--- src/rtl/factor_check_pkg.sv ---
// Shared types and helpers for the sequential factorization checker.
package factor_check_pkg;

  typedef enum logic [1:0] {
    IDLE = 2'd0,
    MUL  = 2'd1,
    CMP  = 2'd2,
    DONE = 2'd3
  } state_e;

  localparam int unsigned SAT_MAX_W = 64;

  // Width of the multiplier step counter: it must hold 0..w.
  function automatic int unsigned cnt_width(input int unsigned w);
    return $clog2(w + 1);
  endfunction

  // Increment that sticks at the all-ones value of a 'width'-bit counter.
  function automatic logic [SAT_MAX_W-1:0] sat_inc(input logic [SAT_MAX_W-1:0] value,
                                                   input int unsigned width);
    logic [SAT_MAX_W-1:0] max_v;
    max_v = (width >= SAT_MAX_W) ? '1 : ((SAT_MAX_W'(1) << width) - SAT_MAX_W'(1));
    return (value == max_v) ? value : value + SAT_MAX_W'(1);
  endfunction

endpackage

--- src/rtl/factor_check_seq_mul.sv ---
// W-cycle shift-add multiplier; one partial product per step, no early exit.
module shift_add_mul
  import factor_check_pkg::*;
#(
  parameter int unsigned W = 4
) (
  input  logic           clk,
  input  logic           rst,
  input  logic           load,
  input  logic           step,
  input  logic [W-1:0]   a,
  input  logic [W-1:0]   b,
  output logic [2*W-1:0] acc,
  output logic           done_c
);

  localparam int unsigned PW = 2 * W;
  localparam int unsigned CW = cnt_width(W);

  logic [PW-1:0] mcand_q, mcand_d;
  logic [W-1:0]  mplier_q, mplier_d;
  logic [PW-1:0] acc_q, acc_d;
  logic [CW-1:0] cnt_q, cnt_d;

  // Load operands or advance one multiplier bit.
  always_comb begin
    mcand_d  = mcand_q;
    mplier_d = mplier_q;
    acc_d    = acc_q;
    cnt_d    = cnt_q;
    if (load) begin
      mcand_d  = PW'(a);
      mplier_d = b;
      acc_d    = '0;
      cnt_d    = '0;
    end else if (step) begin
      if (mplier_q[0]) begin
        acc_d = acc_q + mcand_q;
      end
      mcand_d  = mcand_q << 1;
      mplier_d = mplier_q >> 1;
      cnt_d    = cnt_q + CW'(1);
    end
  end

  // Datapath registers.
  always_ff @(posedge clk) begin
    if (rst) begin
      mcand_q  <= '0;
      mplier_q <= '0;
      acc_q    <= '0;
      cnt_q    <= '0;
    end else begin
      mcand_q  <= mcand_d;
      mplier_q <= mplier_d;
      acc_q    <= acc_d;
      cnt_q    <= cnt_d;
    end
  end

  assign acc    = acc_q;
  // High during the step that consumes the last multiplier bit.
  assign done_c = step && (cnt_q == CW'(W - 1));

endmodule

--- src/rtl/factor_check_seq.sv ---
// Sequential factorization checker: accepts (a, b, y), multiplies, flags the result.
module factor_check_seq
  import factor_check_pkg::*;
#(
  parameter int unsigned W     = 4,
  parameter int unsigned CNT_W = 16
) (
  input  logic             clk,
  input  logic             rst,
  input  logic             in_valid,
  output logic             in_ready,
  input  logic [W-1:0]     a,
  input  logic [W-1:0]     b,
  input  logic [2*W-1:0]   y,
  output logic             out_valid,
  input  logic             out_ready,
  output logic             ok,
  output logic             mismatch,
  output logic             trivial,
  output logic [2*W-1:0]   prod,
  output logic [CNT_W-1:0] chk_cnt,
  output logic [CNT_W-1:0] pass_cnt
);

  localparam int unsigned PW = 2 * W;

  state_e           state_q, state_d;
  logic             in_ready_q, in_ready_d;
  logic             out_valid_q, out_valid_d;
  logic             ok_q, ok_d;
  logic             mismatch_q, mismatch_d;
  logic             trivial_q, trivial_d;
  logic [PW-1:0]    prod_q, prod_d;
  logic [CNT_W-1:0] chk_cnt_q, chk_cnt_d;
  logic [CNT_W-1:0] pass_cnt_q, pass_cnt_d;
  logic [PW-1:0]    y_q, y_d;
  logic             triv_lat_q, triv_lat_d;

  logic             load_c;
  logic             step_c;
  logic             mul_done_c;
  logic [PW-1:0]    acc;

  shift_add_mul #(.W(W)) u_mul (
    .clk    (clk),
    .rst    (rst),
    .load   (load_c),
    .step   (step_c),
    .a      (a),
    .b      (b),
    .acc    (acc),
    .done_c (mul_done_c)
  );

  // Next-state, flag and counter logic.
  always_comb begin
    state_d    = state_q;
    load_c     = 1'b0;
    step_c     = 1'b0;
    ok_d       = ok_q;
    mismatch_d = mismatch_q;
    trivial_d  = trivial_q;
    prod_d     = prod_q;
    chk_cnt_d  = chk_cnt_q;
    pass_cnt_d = pass_cnt_q;
    y_d        = y_q;
    triv_lat_d = triv_lat_q;

    case (state_q)
      IDLE: begin
        if (in_valid) begin
          load_c     = 1'b1;
          y_d        = y;
          triv_lat_d = (a == W'(1)) || (b == W'(1));
          state_d    = MUL;
        end
      end
      MUL: begin
        step_c = 1'b1;
        if (mul_done_c) begin
          state_d = CMP;
        end
      end
      CMP: begin
        prod_d     = acc;
        mismatch_d = (acc != y_q);
        ok_d       = (acc == y_q) && !triv_lat_q;
        trivial_d  = triv_lat_q;
        state_d    = DONE;
      end
      DONE: begin
        if (out_ready) begin
          chk_cnt_d = CNT_W'(sat_inc(SAT_MAX_W'(chk_cnt_q), CNT_W));
          if (ok_q) begin
            pass_cnt_d = CNT_W'(sat_inc(SAT_MAX_W'(pass_cnt_q), CNT_W));
          end
          state_d = IDLE;
        end
      end
      default: state_d = IDLE;
    endcase

    in_ready_d  = (state_d == IDLE);
    out_valid_d = (state_d == DONE);
  end

  // State and output registers.
  always_ff @(posedge clk) begin
    if (rst) begin
      state_q     <= IDLE;
      in_ready_q  <= 1'b1;
      out_valid_q <= 1'b0;
      ok_q        <= 1'b0;
      mismatch_q  <= 1'b0;
      trivial_q   <= 1'b0;
      prod_q      <= '0;
      chk_cnt_q   <= '0;
      pass_cnt_q  <= '0;
      y_q         <= '0;
      triv_lat_q  <= 1'b0;
    end else begin
      state_q     <= state_d;
      in_ready_q  <= in_ready_d;
      out_valid_q <= out_valid_d;
      ok_q        <= ok_d;
      mismatch_q  <= mismatch_d;
      trivial_q   <= trivial_d;
      prod_q      <= prod_d;
      chk_cnt_q   <= chk_cnt_d;
      pass_cnt_q  <= pass_cnt_d;
      y_q         <= y_d;
      triv_lat_q  <= triv_lat_d;
    end
  end

  assign in_ready  = in_ready_q;
  assign out_valid = out_valid_q;
  assign ok        = ok_q;
  assign mismatch  = mismatch_q;
  assign trivial   = trivial_q;
  assign prod      = prod_q;
  assign chk_cnt   = chk_cnt_q;
  assign pass_cnt  = pass_cnt_q;

endmodule
--- config.mk ---
export PLATFORM = sky130hd
export DESIGN_NAME = factor_check_seq
export DESIGN_NICKNAME = d
export VERILOG_FILES = /design/src/rtl/factor_check_pkg.sv /design/src/rtl/factor_check_seq_mul.sv /design/src/rtl/factor_check_seq.sv
export SDC_FILE = /design/constraint.sdc
export NUM_CORES = 1
export LEC_CHECK = 0
export BUFFER_PORTS_ARGS = -buffer_cell sky130_fd_sc_hd__buf_4
export CAP_MARGIN = 20
export CORE_UTILIZATION = 40
export CTS_CLUSTER_DIAMETER = 60
export DETAILED_ROUTE_END_ITERATION = 12
export SLEW_MARGIN = 20
export SYNTH_ARGS = -nofsm -noshare
export SYNTH_HDL_FRONTEND = slang
export SYNTH_SLANG_ARGS = --single-unit
export TNS_END_PERCENT = 50
--- constraint.sdc ---
create_clock -name clk -period 2.7 [get_ports clk]
set_input_delay 0.135 -clock clk [delete_from_list [all_inputs] [get_ports clk]]
set_output_delay 0.135 -clock clk [all_outputs]
set_load 0.05 [all_outputs]
After elaboration in Yosys (flattened, before gate mapping)
Cells that the tools add are included.
Operators by class
  reductions and logical operators: 12
  bitwise logic cells: 2
  multiplexer cells: 11
  add/subtract/negate cells: 4
  equality and inequality tests: 11
Operator list (number)
  $add A16 B1 Y16 const B: 2
  $eq A16 B16 Y1 const B: 2
  $mux W4: 4
  $add A8 B8 Y8: 1
  $eq A4 B1 Y1 const B: 2
  $eq A8 B8 Y1: 1
  $ne A8 B8 Y1: 1
  $pmux W2 S4: 1
  $eq A2 B2 Y1 const B: 3
  $mux W2: 3
  $logic_not A2 Y1: 2
  $reduce_and A2 Y1: 2
  $reduce_and A4 Y1: 1
  $add A3 B1 Y3 const B: 1
  $eq A3 B2 Y1 const B: 1
  $mux W1: 3
  $reduce_and A3 Y1: 1
  $eq A2 B1 Y1 const B: 1
  $logic_and A1 B1 Y1: 2
  $not A1 Y1: 2
  $reduce_bool A2 Y1: 1
  $reduce_or A2 Y1: 1
  $logic_not A1 Y1: 1
  $logic_or A1 B1 Y1: 1
Word-level totals
  output and inout bits: 45
  flip-flop bits (word level): 79
  logic and storage cells: 56
  input port bits: 20

Longest topological paths before layout
  depth in word-level cells: 6
  mapped depth: 8
  gate-level depth less buffers: 8

Hierarchy
A second synthesis with hierarchy kept.
Unflattened totals
  cell total of the unflattened synthesis: 462
  area total of the unflattened synthesis: 3905.0 um^2
Modules (own cells, without submodules)
  factor_check_seq: instances 1, cells each 314, sequential area each 1121.1 um^2, area an instance 2625.0 um^2
  shift_add_mul: instances 1, cells each 148, sequential area each 460.4 um^2, area an instance 1280.0 um^2

Worst setup path before layout
Ideal clock, no wire load.
  path kind: reg-to-reg
  start point: register chk_cnt_q[0] (netlist: chk_cnt[0])
  end point: register chk_cnt_q[7] (netlist: chk_cnt[7])
  data required time: 2.572 ns
  arrival time: 2.014 ns
  buffers on the path: 1
  period minus slack after synthesis: 2.142 ns
  cell stages (with the launch flop): 8
  path slack: 0.558 ns
  setup time: 0.128 ns
  cell sequence: dfxtp_1 -> ha_1 -> nand4_1 -> or3_1 -> clkbuf_1 -> o2111ai_1 -> xor2_1 -> nor2_1
Between the ends
  word-level cells in the longest chain between the ends: 3
  elaborated cells between the ends (all ways): 4
  those cells by class: add/sub (1); eq/ne (1); bitwise (1); reduce/logical (1)
RTL lines
  start: declaration: RTL line factor_check_seq.sv:34  | logic [CNT_W-1:0] chk_cnt_q, chk_cnt_d;
  start signal: assignment: RTL line factor_check_seq.sv:129  | chk_cnt_q <= chk_cnt_d;
  parallel branches: the longest is 3 deep, another holds $add A16 B1 Y16
Parallel ways; which one is timed is not known.
A chain may end at the register's enable or synchronous reset.

Worst setup path in the final report
  start point: register u_mul.acc_q[0] (netlist: u_mul.acc[0])
  end point: register u_mul.acc_q[6] (netlist: u_mul.acc[6])
Between the ends
  word-level cells in the longest chain between the ends: 1
RTL lines
  start: declaration: RTL line factor_check_seq_mul.sv:22  | logic [PW-1:0] acc_q, acc_d;
  start signal: assignment: RTL line factor_check_seq_mul.sv:51  | acc_q <= '0;
  start signal: assignment: RTL line factor_check_seq_mul.sv:56  | acc_q <= acc_d;
  $add A8 B8 Y8: RTL line factor_check_seq_mul.sv:38  | acc_d = acc_q + mcand_q;
No other way between the ends.

==> flow_metrics.tcl <==
set metrics [dict create \
    root_buffer "clkbuf_8" \
    final_common_cell "dfxtp_1" \
    placedCellCount 606 \
    ctsHtreeMaxLevel 3 \
    synth_top_family_by_area "simple AND/OR/NAND/NOR gates" \
    antenna_found_initial 0 \
    dp_slack_ns 0.613 \
    fp.dieW_um 98.9 \
    routabilityCongestion 0.842 \
    cts_resized 0 \
    grt_pass1_wl_um 14700 \
    finalCritPeriodShare_pct 78.9 \
    yosysTopAreaCellShare_pct 42.1 \
    post-dp-hpwl_um 6250 \
    area_growth_pct 20.9 \
    core_um2 8890 \
    power.density_nw_per_um2 513 \
    seq_area_frac_synth_pct 42.1 \
    clk_pin_slew_ns 0.08 \
    cap_violations 0 \
    cp.required_ns 2.93 \
    synth-compound-area-share_pct 13.2 \
    diodes 0 \
    wl_um 8710 \
    critPathKind "register to register" \
    synth_fp_nets 482 \
    synth-seq-cells 79 \
    finalNetCount 541 \
    postPlaceCellArea_um2 4320 \
    synthTopCellsByArea "dfxtp_1 42%, nand2_1 7.8%, xor2_1 5.8%" \
    reg2regPathDepth 8 \
    grt.overflow.total 0 \
    postCtsHoldBufs 0 \
    final-setup-viol-count 0 \
    critPathMaxFanout 4 \
    finalInstanceArea_um2 4540 \
    max_freq_mhz 469 \
    grt_start_max_net_pins 38 \
    fin_util_pct 51.1 \
    cp.arrival_ns 2.36 \
    synth_edf_count 0 \
    initial_core_util_pct 42.2 \
    drive_above_1_share_pct 18.9 \
    hold_class "input port to register" \
    tightest_slew_ns 0.611 \
    cts_sinks 79 \
    skew_ns 0.00807 \
    rsz0062_at_grt "no" \
    layout_common_cells "79 x dfxtp_1, 78 x nand2_1, 71 x buf_4" \
    routedWlPerCell_um 14.0 \
    total_power_mw 2.33 \
    synthMuxAreaShare_pct 0.833 \
    start_kind "register" \
    clk_path_buf_depth 2 \
    track_usage_pct 18.7 \
    fin_cells 622 \
    drtAntennaViolNets 0 \
    drt-initial-drc-count 137 \
    p_leak_nw 1.81 \
    syn_area_um2 3750 \
    io_buffers 64 \
    finalHoldViolCount 0 \
    finalCriticalPeriod_ns 2.13 \
    synthAdderAreaFrac_pct 4.20 \
    drcViolationCount 0 \
    floorplan.rows 34 \
    clkLatencyLatePin_ns 0.35 \
    fp.dieArea_um2 9780 \
    finalMaxSlewViolations 0 \
    grt_pass1_vias 3162 \
    tns_ns 0 \
    synth.largest_area_cell "dfxtp_1" \
    synth_ff_type "dfxtp_1" \
    numCtsBuffers 9 \
    via_per_inst 5.30 \
    whs_ns 0.0304 \
    synth_xor_area_share_pct 7.46 \
    ys_warn_count 0 \
    post_cts_buffers 0 \
    synthArstFlopShare_pct 0 \
    slew_headroom_pct 58.9 \
    die_h_um 98.9 \
    firstDrtPassIters 4 \
    status "finished clean" \
    ioPinCount 65 \
    yosysUniqueCellTypes 57 \
    critPathCaptureType "register" \
    setup_slack_ns 0.569 \
    whs_path_depth 3 \
    ir_worst_vdd_mv 0.302 \
    vias 3296 \
    cts_tree "yes" \
    syn_avg_cell_area_um2 8.34 \
    synthSimpleGateAreaFrac_pct 28.9 \
    syn_inst 450 \
]
## synth_stat cells (all sizes together) (6+ instances only)
library cell,number
nand2,78
nand3,13
ha,11
clkbuf,19
nor2,48
dfxtp,79
nor2b,6
xnor2,7
o21ai,10
a21oi,41
nor3,18
nand4,11
and3,8
xor2,25
## final cells by class
class                           instances  area (um^2)
Tap cell                              108          135
Clock inverter                          6         92.6
Timing Repair Buffer                   71          533
Inverter                                5         18.8
Clock buffer                           10          128
Sequential cell                        79         1580
Multi-Input combinational cell        343         2050
Fill cell                             869         4350
## cells by family after synthesis
group,Yosys count
fa+ha+maj,12
flops,79
simple gates,215
xor+xnor,32
compound gates,81
buf+inv,28
mux,3
## path summary, 6_finish.rpt
kind                             startpoint                   endpoint  slack [ns]
hold reg to reg        prod[0]$_SDFFE_PP0N_       prod[0]$_SDFFE_PP0N_        0.46
setup / recovery  u_mul.acc[0]$_SDFFE_PP0P_  u_mul.acc[6]$_SDFFE_PP0P_        0.57
hold / removal                         y[2]        y_q[2]$_SDFFE_PP0P_        0.03
setup reg to reg  u_mul.acc[0]$_SDFFE_PP0P_  u_mul.acc[6]$_SDFFE_PP0P_        0.57
## flip-flops by register name, summed over array words and instances, names as in the netlist
register,flops
chk_cnt,16
in_ready,1
mismatch,1
ok,1
out_valid,1
pass_cnt,16
prod,8
state_q,2
triv_lat_q,1
trivial,1
u_mul.acc,8
u_mul.cnt_q,3
u_mul.mcand_q,8
u_mul.mplier_q,4
y_q,8
## critical path: stages, from the launching register on
cell and delay, ns:
dfxtp_1 0.40, ha_1 0.21, inv_1 0.06, fa_1 0.37, nor2b_1 0.17, o21a_1 0.18, o211ai_1 0.11, and3_1 0.17
or3_1 0.36
## report_power, final
part / internal, mW / leakage, nW / switching [mW]
Clock: 0.528 / 0.104 / 0.452
Sequential: 1.19 / 0.640 / 0.0183
Combinational: 0.0586 / 1.06 / 0.0866
Total: 1.77 / 1.81 / 0.557
## per-layer routing
layer / up-vias / share of wire [%] / global-route usage (%) / wire length [um]
li1: 1687 / - / - / -
met5: - / 0 / 0 / 0
met3: 14 / 3.1 / 2.70 / 274
met4: 0 / 1.8 / 7.81 / 154
met1: 1529 / 50 / 25.7 / 4320
met2: 66 / 45 / 29.3 / 3950
Power figures use the tool's default switching activity.
